$ cat config.mk
export PLATFORM = sky130hd
export DESIGN_NAME = uart_frame_parser
export DESIGN_NICKNAME = d
export VERILOG_FILES = /design/src/rtl/uart_frame_parser.sv
export SDC_FILE = /design/constraint.sdc
export NUM_CORES = 1
export LEC_CHECK = 0
export BUFFER_PORTS_ARGS = -buffer_cell sky130_fd_sc_hd__clkbuf_2
export CELL_PAD_IN_SITES_DETAIL_PLACEMENT = 1
export CELL_PAD_IN_SITES_GLOBAL_PLACEMENT = 1
export CORE_AREA = 2 2 94 96
export CTS_BUF_LIST = sky130_fd_sc_hd__clkbuf_8
export CTS_CLUSTER_SIZE = 8
export DETAILED_ROUTE_END_ITERATION = 12
export DIE_AREA = 0 0 96 98
export PLACE_DENSITY_LB_ADDON = 0.1
export REMOVE_ABC_BUFFERS = 1
export SLEW_MARGIN = 20
export SYNTH_ARGS = -nofsm -noshare
export SYNTH_HDL_FRONTEND = slang
export SYNTH_SLANG_ARGS = --single-unit
$ cat constraint.sdc
create_clock -name clk -period 1.6 [get_ports clk]
set_input_delay 0.32 -clock clk [delete_from_list [all_inputs] [get_ports clk]]
set_output_delay 0.32 -clock clk [all_outputs]
set_load 0.01 [all_outputs]
$ cat src/rtl/uart_frame_parser.sv
// uart_frame_parser: byte-stream frame parser behind the UART receive path.
// Hunts for a HEAD0/HEAD1 header, reads LEN, streams LEN payload bytes and
// checks an 8-bit wrap-around checksum of LEN plus the payload. Each frame
// that gets past the header ends with exactly one frame_done or frame_err
// strobe. An inter-byte timeout aborts frames that stall mid-stream.
//
// Ports:
//   clk, rst             clock, synchronous active-high reset
//   uart_rdata[7:0]      received byte, sampled on the rising edge of valid
//   uart_rdata_valid     byte-valid level (new byte = rising edge)
//   uart_rdata_error     receive error for the current byte
//   payload_data[7:0]    payload byte, held until the next payload byte
//   payload_valid        one-cycle strobe per payload byte
//   payload_last         high with the final payload byte
//   frame_done           one-cycle strobe: checksum good
//   frame_err            one-cycle strobe: frame aborted
//   err_code[1:0]        0 checksum, 1 length, 2 timeout, 3 byte error
//   frame_len[7:0]       LEN of the last frame that reached the checksum
//   busy                 high whenever a frame is being parsed
module uart_frame_parser #(
  parameter logic [7:0]  HEAD0          = 8'h55,
  parameter logic [7:0]  HEAD1          = 8'hAA,
  parameter int unsigned MAX_LEN        = 64,
  parameter int unsigned TIMEOUT_CYCLES = 100000
) (
  input  logic       clk,
  input  logic       rst,
  input  logic [7:0] uart_rdata,
  input  logic       uart_rdata_valid,
  input  logic       uart_rdata_error,
  output logic [7:0] payload_data,
  output logic       payload_valid,
  output logic       payload_last,
  output logic       frame_done,
  output logic       frame_err,
  output logic [1:0] err_code,
  output logic [7:0] frame_len,
  output logic       busy
);

  localparam int unsigned TW        = $clog2(TIMEOUT_CYCLES);
  localparam logic [TW-1:0] TMO_LAST = TW'(TIMEOUT_CYCLES - 1);
  localparam logic [7:0] MAX_LEN_B  = 8'(MAX_LEN);

  localparam logic [1:0] ERR_CSUM = 2'd0;
  localparam logic [1:0] ERR_LEN  = 2'd1;
  localparam logic [1:0] ERR_TMO  = 2'd2;
  localparam logic [1:0] ERR_BYTE = 2'd3;

  typedef enum logic [2:0] {
    S_IDLE,
    S_HDR1,
    S_LEN,
    S_PAY,
    S_CSUM
  } state_e;

  state_e          state_q, state_d;
  logic            valid_q;
  logic [7:0]      rem_q, rem_d;
  logic [7:0]      sum_q, sum_d;
  logic [7:0]      len_q, len_d;
  logic [TW-1:0]   tmo_q, tmo_d;
  logic [7:0]      pdata_q, pdata_d;
  logic            pvalid_q, pvalid_d;
  logic            plast_q, plast_d;
  logic            done_q, done_d;
  logic            err_q, err_d;
  logic [1:0]      code_q, code_d;
  logic [7:0]      flen_q, flen_d;
  logic            busy_q, busy_d;
  logic            stb_c;

  // One byte per rising edge of the valid level.
  assign stb_c = uart_rdata_valid & ~valid_q;

  // State register.
  always_ff @(posedge clk) begin
    if (rst) begin
      state_q <= S_IDLE;
    end else begin
      state_q <= state_d;
    end
  end

  // Next-state, datapath and output decode.
  always_comb begin
    state_d  = state_q;
    rem_d    = rem_q;
    sum_d    = sum_q;
    len_d    = len_q;
    tmo_d    = tmo_q;
    pdata_d  = pdata_q;
    pvalid_d = 1'b0;
    plast_d  = 1'b0;
    done_d   = 1'b0;
    err_d    = 1'b0;
    code_d   = code_q;
    flen_d   = flen_q;

    if (state_q == S_IDLE) begin
      tmo_d = '0;
      // Errored bytes never open a frame.
      if (stb_c && !uart_rdata_error && uart_rdata == HEAD0) begin
        state_d = S_HDR1;
      end
    end else if (stb_c) begin
      // A byte arriving on the timeout cycle wins over the timeout.
      tmo_d = '0;
      if (uart_rdata_error) begin
        err_d   = 1'b1;
        code_d  = ERR_BYTE;
        state_d = S_IDLE;
      end else begin
        case (state_q)
          S_HDR1: begin
            if (uart_rdata == HEAD1) begin
              state_d = S_LEN;
            end else if (uart_rdata != HEAD0) begin
              state_d = S_IDLE;
            end
          end
          S_LEN: begin
            rem_d = uart_rdata;
            sum_d = uart_rdata;
            len_d = uart_rdata;
            if (uart_rdata > MAX_LEN_B) begin
              err_d   = 1'b1;
              code_d  = ERR_LEN;
              state_d = S_IDLE;
            end else if (uart_rdata == 8'd0) begin
              state_d = S_CSUM;
            end else begin
              state_d = S_PAY;
            end
          end
          S_PAY: begin
            pdata_d  = uart_rdata;
            pvalid_d = 1'b1;
            plast_d  = (rem_q == 8'd1);
            sum_d    = sum_q + uart_rdata;
            rem_d    = rem_q - 8'd1;
            if (rem_q == 8'd1) begin
              state_d = S_CSUM;
            end
          end
          S_CSUM: begin
            flen_d = len_q;
            if (uart_rdata == sum_q) begin
              done_d = 1'b1;
            end else begin
              err_d  = 1'b1;
              code_d = ERR_CSUM;
            end
            state_d = S_IDLE;
          end
          default: state_d = S_IDLE;
        endcase
      end
    end else if (tmo_q == TMO_LAST) begin
      err_d   = 1'b1;
      code_d  = ERR_TMO;
      state_d = S_IDLE;
    end else begin
      tmo_d = tmo_q + TW'(1);
    end

    // busy follows the state being entered so it drops with the end strobe.
    busy_d = (state_d != S_IDLE);
  end

  // Datapath and output registers.
  always_ff @(posedge clk) begin
    if (rst) begin
      valid_q  <= 1'b0;
      rem_q    <= '0;
      sum_q    <= '0;
      len_q    <= '0;
      tmo_q    <= '0;
      pdata_q  <= '0;
      pvalid_q <= 1'b0;
      plast_q  <= 1'b0;
      done_q   <= 1'b0;
      err_q    <= 1'b0;
      code_q   <= '0;
      flen_q   <= '0;
      busy_q   <= 1'b0;
    end else begin
      valid_q  <= uart_rdata_valid;
      rem_q    <= rem_d;
      sum_q    <= sum_d;
      len_q    <= len_d;
      tmo_q    <= tmo_d;
      pdata_q  <= pdata_d;
      pvalid_q <= pvalid_d;
      plast_q  <= plast_d;
      done_q   <= done_d;
      err_q    <= err_d;
      code_q   <= code_d;
      flen_q   <= flen_d;
      busy_q   <= busy_d;
    end
  end

  assign payload_data  = pdata_q;
  assign payload_valid = pvalid_q;
  assign payload_last  = plast_q;
  assign frame_done    = done_q;
  assign frame_err     = err_q;
  assign err_code      = code_q;
  assign frame_len     = flen_q;
  assign busy          = busy_q;

endmodule

==> impl_metrics.yaml, run 1 <==
route:
  initialDrtViolationCount: 146
  viasPerCell: 5.72
  ant_nets: 0
  drt-total-wl_um: 15500
  drc_errors: 0
  wl_per_cell_um: 23.8
  firstDrtPassIters: 4
  vias: 3710
status:
  outcome: "finished with violations"
  violations: "negative setup slack"
clocking:
  hold_buffers: 0
  clock-sinks: 68
  worstSkewPairLatency_ps: 380
  ctsHtreeMaxLevel: 3
  clk_pin_slew_worst_paths_ps: 90
  cts_tree: "built"
  clockBufferDepth: 2
  numCtsBuffers: 9
  root_buffer: "clkbuf_8"
place:
  placedCellCount: 599
  dpl_cell_area_mm2: 0.00418
  place_congestion: 0.909
  post-dp-hpwl_um: 7700
  io_buffers: 34
setup_path:
  start_kind: "flip-flop"
  crit_required_ps: 1900
  end_kind: "flip-flop"
  critPathKind: "reg2reg"
  arrival_ps: 2260
  crit_fanout: 5
worst_hold_path:
  hp-class: "in2reg"
cells_and_area:
  fin_nets: 559
  layout-drive-gt1-share: 0.553
  utilization: 0.655
  areaGrowthSynthToFinish_pct: 65.9
  finalNonFillerCells: 649
  num_antenna_cells: 0
  fin_area_mm2: 0.00555
floorplan:
  core_area_mm2: 0.00847
  io_pins: 35
  die_w_um: 96
  die_h_um: 98
  die_area_mm2: 0.00941
  rows: 34
  start_util: 0.395
grt:
  gr-usage-met1: 0.320
  grtUsageMet3: 0.0478
  grt_pass1_wl_um: 18500
  gr-usage-all-layers: 0.254
  grt_pass1_vias: 3624
  antenna_found_initial: 0
  busiest_layer: "met2"
  grt_max_degree: 20
  use_met2: 0.432
  grt_overflow: 0
power_and_ir_drop:
  pwr-share-seq: 0.482
  intPower_w: 0.00251
  combPwrFrac: 0.076
  power_density_mw_per_mm2: 631
  power.share.switching: 0.282
  ir_drop_mv: 0.549
  clockPowerShare: 0.443
  p_total_w: 0.00350
  switchingPower_w: 0.000989
  leakagePower_nw: 2.18
timing:
  holdWs_ps: 247
  relSlewSlack: 0.618
  tightest_slew_ps: 572
  worst_slack_ps: -357
  final-hold-violation-count: 0
  drv_slew: 0
  rsz0062_at_grt: "yes"
  fin_crit_sh: 1.22
  fin_crit_ps: 1960
  max_freq_mhz: 511
  finalSetupViolations: 46
  finalClockSkew_ps: 12.6
synthesis:
  netlist_area_mm2: 0.00334
  yosysTopAreaCellShare: 0.407
  synth-seq-cells: 68
  synth_cells: 396
  ys_seq_area_frac: 0.407
  synth.distinct_cells: 49
  ys_warn_count: 0
  syn_avg_cell_area_um2: 8.44
  synth_top_area_cell: "dfxtp_1"
  netlist_top_cells_area: "dfxtp_1, nor2_1, a21oi_1"
job:
  drv_cap: 0
-- sequential cells by signal, indices dropped and copies added (netlist names) --
signal,cells
sum_q,8
tmo_q,17
rem_q,8
state_q,3
payload_valid,1
frame_len,8
busy,1
valid_q,1
len_q,8
payload_last,1
frame_done,1
payload_data,8
err_code,2
frame_err,1
-- cells in the mapped netlist (all sizes together) --
library cell	n
dfxtp	68
nor2	59
nand2	37
a21oi	28
nand3	19
nor3	16
o21ai	16
inv	12
xor2	12
clkbuf	11
mux2i	11
a211oi	10
ha	10
xnor2	10
buf	8
nor2b	8
and3	6
nor4	6
and4	5
nand4	5
a22oi	4
a31oi	4
nor3b	4
a311oi	3
nand2b	3
or3	3
a221oi	2
nand3b	2
nor4b	2
o2111ai	2
a2111oi	1
a2bb2oi	1
a31o	1
and2	1
and4b	1
fa	1
nand4b	1
o21a	1
o31ai	1
or2	1
-- kinds of logic (layout without fill, tap and decap cells) --
logic type                 Yosys count  after routing  synth area share
buffers and inverters               31            176            0.0382
adders and majority gates           11             11            0.0434
xor gates and xnor gates            22             22            0.0576
AOI/OAI and AO/OA                   74             74             0.137
and+or+nand+nor                    179            179             0.283
DFF                                 68             68             0.407
muxes                               11             11            0.0329
-- worst max-delay path, cell delays in order, from the launching register on --
cell and delay, ps:
dfxtp_2 350, ha_4 290, buf_6 120, nand3_2 120
o2111ai_2 220, a21oi_1 160, xnor2_1 340, a211oi_2 120
nor3_1 160
-- layout make-up --
class,count,area (um^2)
sequential,68,1390
timing repair buffer,148,1230
clock buffer,9,124
multi-input combinational,297,2550
inverter,12,45.0
tap,108,135
fill,933,2920
clock inverter,7,75.1
-- path summary, 6_finish.rpt --
check	to	startpoint	slack, ps	depth (start not counted)
worst max-delay path	sum_q[7]	sum_q[4]	-360	8
worst min-delay path	valid_q	uart_rdata_valid	250	2
worst max register to register	sum_q[7]	sum_q[4]	-360	8
worst min register to register	len_q[4]	len_q[4]	460	2
-- per-stage QoR --
stage               TNS [ps]  setup WS, ps
floorplan             -15170          -734
global placement       -5740          -425
detailed placement     -7240          -436
CTS                     -847          -119
global route           -6570          -391
finish                 -3920          -357
-- power by group through the flow --
stage	Sequential, W	Combinational, W	Clock, W
finish	0.00169	0.000264	0.00155
global route	0.00169	0.000273	0.00162
CTS	0.00169	0.000206	0.00150
detailed placement	0.00173	0.000179	0
global placement	0.00173	0.000178	0
floorplan	0.00173	0.0000561	0
-- layout by cell type, fill, tap and decap left out, types with 5 or more instances in the layout --
cell type / Yosys / layout
a211oi_2: 0 / 6
a21oi_1: 28 / 17
a21oi_2: 0 / 10
buf_12: 0 / 5
buf_4: 1 / 84
buf_6: 0 / 20
clkbuf_2: 0 / 34
clkbuf_8: 0 / 9
dfxtp_1: 68 / 50
dfxtp_2: 0 / 15
ha_4: 0 / 8
inv_1: 11 / 9
mux2i_1: 11 / 11
nand2_1: 37 / 28
nand2_2: 0 / 7
nand3_1: 19 / 6
nand3_2: 0 / 8
nand3_4: 0 / 5
nor2_1: 59 / 49
nor2_2: 0 / 8
nor2b_1: 8 / 7
nor3_1: 16 / 8
o21ai_1: 10 / 5
o21ai_2: 0 / 8
xnor2_1: 10 / 7
xor2_1: 12 / 10
-- per-layer routing --
metal / vias to the layer above / wire (um)
met5: - / 0
met1: 1854 / 6360
met4: 0 / 633
li1: 1675 / -
met2: 136 / 7790
met3: 45 / 688
-- timing repair --
item / 4_1_cts / 5_1_grt
cloned: 1 / 4
hold endpoints to repair: 0 / 0
pin swaps: 26 / 84
buffers inserted: 10 / 22
setup endpoints to repair: 39 / 52
resized for setup: 51 / 141
No activity file was read; power rests on OpenSTA's default activity.
==> inputs of run 2 (changes only) <==
Settings changed: CORE_AREA 2 2 94 96 to 3 3 95 97, DIE_AREA 0 0 96 98 to 0 0 98 100.
==> impl_metrics.yaml, run 2 (same netlist as run 1, synthesis figures left out) <==
status:
  outcome: "finished with violations"
  violations: "negative setup slack"
setup_path:
  crit_buf_inv: 1
  end_kind: "flip-flop"
  start_kind: "flip-flop"
  cp_slowest_cell: "dfxtp_2"
  critPathKind: "reg2reg"
  arrival_ps: 2150
  crit_required_ps: 1870
  cpPeakStageDelay_ps: 370
  cp_cell_sequence: "ha_4 -> inv_2 -> fa_2 -> nor2b_2 -> o21a_1 -> o21ai_2 -> mux2i_1 -> o21ai_1 -> a211oi_1"
  crit_fanout: 2
  crit_family: "compound AO/OA/AOI/OAI gates"
place:
  post-dp-hpwl_um: 7390
  place_congestion: 0.831
  placedCellCount: 597
  io_buffers: 34
floorplan:
  start_util: 0.407
  die_area_mm2: 0.00980
  rows: 33
  die_h_um: 100
  io_pins: 35
  die_w_um: 98
  core_area_mm2: 0.00822
grt:
  grt_pass1_wl_um: 18200
  grt_overflow: 0
  grt_max_degree: 18
  antenna_found_initial: 0
  grt_pass1_vias: 3580
  gr-usage-all-layers: 0.234
route:
  wl_per_cell_um: 21.3
  initialDrtViolationCount: 177
  firstDrtPassIters: 5
  viasPerCell: 5.64
  ant_nets: 0
  vias: 3591
  drc_errors: 0
  drt-total-wl_um: 13600
cells_and_area:
  num_antenna_cells: 0
  finalNonFillerCells: 637
  final_common_cell: "buf_4"
  fin_nets: 550
  fillers: 929
  areaGrowthSynthToFinish_pct: 54.4
  layout_common_cells: "buf_4, nor2_1, dfxtp_1, clkbuf_2, nand2_1"
  layout-drive-gt1-share: 0.462
  largest_register_ffs: 17
  largest_register: "tmo_q"
timing:
  finalSetupViolations: 27
  drv_slew: 0
  tns_ps: -2540
  worst_slack_ps: -277
  relSlewSlack: 0.642
  finalClockSkew_ps: 6.90
  rsz0062_at_grt: "yes"
  max_freq_mhz: 533
  final-hold-violation-count: 0
  tightest_slew_ps: 533
  fin_crit_ps: 1880
  fin_crit_sh: 1.17
clocking:
  root_buffer: "clkbuf_8"
  worstSkewPairLatency_ps: 350
  clk_pin_slew_worst_paths_ps: 80
  clockBufferDepth: 2
  hold_buffers: 0
  numCtsBuffers: 9
  ctsHtreeMaxLevel: 3
  clock-sinks: 68
  cts_tree: "built"
power_and_ir_drop:
  ir_drop_mv: 0.537
  leakagePower_nw: 2.02
  p_total_w: 0.00345
  power_density_mw_per_mm2: 669
job:
  drv_cap: 0
worst_hold_path:
  hp-class: "in2reg"
[run 2: cell count changes in the layout (fill, tap and decap cells not counted), sizes merged]
cell    change
buf         -7
inv         -1
clkinv      +1
clkbuf      -2
[run 2: final timing paths]
kind / endpoint / cells after the start / startpoint / slack [ps]
min: valid_q / 2 / uart_rdata_valid / 240
max reg2reg: sum_q[6] / 9 / sum_q[0] / -280
min reg2reg: payload_data[7] / 2 / payload_data[7] / 460
max: sum_q[6] / 9 / sum_q[0] / -280
[run 2: metrics by stage]
stage / hold slack (ps) / utilization / instance area (um^2) / setup WS [ps]
floorplan: 389 / - / 3260 / -734
global placement: 449 / 0.511 / 4200 / -426
detailed placement: 450 / 0.511 / 4200 / -500
CTS: 187 / 0.572 / 4700 / -162
global route: 239 / 0.628 / 5160 / -363
finish: 239 / 0.628 / 5160 / -277
[run 2: metal layers]
layer / GRT usage / routed length [um] / vias to the layer above
li1: - / - / 1659
met1: 0.288 / 5420 / 1800
met2: 0.402 / 7100 / 108
met3: 0.0445 / 656 / 24
met4: 0.0958 / 378 / 0
met5: 0 / 0 / -
[run 2: area by class of cell]
type                            instances  area, um^2  area share
Multi-Input combinational cell        297        2330       0.452
Sequential cell                        68        1380       0.267
Timing Repair Buffer                  139        1070       0.208
Tap cell                              105         131      0.0254
Clock buffer                            9         124      0.0240
Clock inverter                          7        75.1      0.0145
Inverter                               12        45.0     0.00873
[run 2: where the power goes]
group	switching [W]	internal [W]	leakage, nW
clock network	0.000779	0.000725	0.0918
registers	0.000000397	0.00169	0.554
logic	0.000146	0.000110	1.38
[run 2: what timing repair did]
item / 4_1_cts / 5_1_grt
cloned: 0 / 2
buffers inserted: 8 / 14
gates resized for setup: 47 / 71
endpoints found under the setup margin: 28 / 46
pin swaps: 26 / 41
==> inputs of run 3 (changes only) <==
Settings changed: CORE_AREA 3 3 95 97 to 3 3 90 92, DIE_AREA 0 0 98 100 to 0 0 93 95.
Clock period 1.6 ns to 2.05 ns, I/O delays scaled along.
==> impl_metrics.yaml, run 3 (same netlist as run 1, synthesis figures left out) <==
timing:
  finalSetupViolations: 0
  fin_crit_sh: 0.948
  tns_ps: 0
  max_freq_mhz: 515
  finalClockSkew_ps: 10.8
  drv_slew: 0
  tightest_slew_ps: 480
  rsz0062_at_grt: "no"
  final-hold-violation-count: 0
  holdWs_ps: 315
  relSlewSlack: 0.677
  fin_crit_ps: 1940
grt:
  gr-usage-all-layers: 0.224
  grt_overflow: 0
  use_met2: 0.380
  grt_pass1_vias: 3189
  busiest_layer: "met2"
  gr-usage-met1: 0.281
  grt_pass1_wl_um: 15500
  antenna_found_initial: 0
  grtUsageMet3: 0.0422
  grt_max_degree: 32
route:
  ant_nets: 0
  initialDrtViolationCount: 167
  drt-total-wl_um: 9310
  wl_per_cell_um: 16.6
  vias: 3119
  viasPerCell: 5.57
  firstDrtPassIters: 5
  drc_errors: 0
clocking:
  cts_post_setup_buffers_inserted: 0
  numCtsBuffers: 9
  clockBufferDepth: 2
  clock-sinks: 68
  worstSkewPairLatency_ps: 350
  clk_pin_slew_worst_paths_ps: 70
  root_buffer: "clkbuf_8"
  ctsHtreeMaxLevel: 3
  cts_tree: "built"
floorplan:
  die_w_um: 93
  core_area_mm2: 0.00729
  die_area_mm2: 0.00884
  die_h_um: 95
  io_pins: 35
  start_util: 0.458
  rows: 31
cells_and_area:
  fillers: 918
  layout_common_cells: "dfxtp_1, nor2_1, nand2_1, clkbuf_2, buf_4"
  largest_register: "tmo_q"
  largest_register_ffs: 17
  areaGrowthSynthToFinish_pct: 21.0
  multi_input_area_mm2: 0.00186
  num_antenna_cells: 0
  fin_nets: 479
  layout-drive-gt1-share: 0.210
  seqCellArea_mm2: 0.00136
  final_common_cell: "dfxtp_1"
job:
  drv_cap: 0
power_and_ir_drop:
  ir_drop_mv: 0.389
  leakagePower_nw: 1.59
  power_density_mw_per_mm2: 661
status:
  outcome: "finished, final reports clean"
setup_path:
  crit_fanout: 7
  critPathKind: "reg2reg"
  crit_required_ps: 2290
  ff2ff_setup_slack_ps: 110
  arrival_ps: 2180
  end_kind: "flip-flop"
  start_kind: "flip-flop"
place:
  place_congestion: 0.890
  io_buffers: 34
  post-dp-hpwl_um: 6820
worst_hold_path:
  hp-class: "in2reg"
run 3: cell types whose count changed in the layout (fill, tap and decap cells not counted), sizes merged:
| cell | before | now |
|---|---|---|
| clkbuf | 44 | 43 |
| bufinv | 1 | 2 |
| buf | 104 | 34 |
| clkinvlp | 3 | 2 |
run 3: repair_timing:
item,4_1_cts,5_1_grt
endpoints found under the setup margin,0,2
hold buffers,0,0
endpoints found under the hold margin,0,0
gates resized for setup,0,3
run 3: worst max-delay path, cell delays in order (launching register included):
cell	delay, ps
dfxtp_1	380
ha_1	210
and4b_1	250
nand4_4	170
and2_4	230
or3_4	380
a31o_1	220
run 3: report_power, final:
group	internal (W)	switching, W	total (W)
sequential	0.00132	0.000000300	0.00132
combinational	0.0000513	0.0000822	0.000134
clock	0.000680	0.000540	0.00122
run 3: final cells by class:
| type | instances | area share |
|---|---|---|
| sequential | 68 | 0.337 |
| tap | 99 | 0.0306 |
| inverter | 12 | 0.0111 |
| clock inverter | 7 | 0.0229 |
| multi-input combinational | 297 | 0.459 |
| clock buffer | 9 | 0.0306 |
| timing repair buffer | 68 | 0.108 |
run 3: stage by stage:
step / util / area (um^2) / worst slack (ps) / total power, W / instances
5_1_grt: 0.555 / 4040 / 7.40 / 0.00276 / 560
3_5_place_dp: 0.524 / 3820 / -48.6 / 0.00148 / 544
3_3_place_gp: 0.524 / 3820 / -52.4 / 0.00148 / 544
2_1_floorplan: - / 3260 / -333 / 0.00140 / 377
6_report: 0.555 / 4040 / 107 / 0.00267 / 560
4_1_cts: 0.554 / 4040 / 65.4 / 0.00271 / 560
run 3: path summary, 6_finish.rpt:
| check | from | depth (start not counted) | to |
|---|---|---|---|
| worst max-delay path | tmo_q[1] | 6 | err_code[0] |
| worst min-delay path | uart_rdata_valid | 2 | valid_q |
| worst max register to register | tmo_q[1] | 6 | err_code[0] |
| worst min register to register | err_code[1] | 2 | err_code[1] |
run 3: per-layer routing:
metal / up-vias / part of all wire
met5: - / 0
met4: 0 / 0.018
met3: 20 / 0.043
met2: 87 / 0.48
met1: 1498 / 0.46
li1: 1514 / -
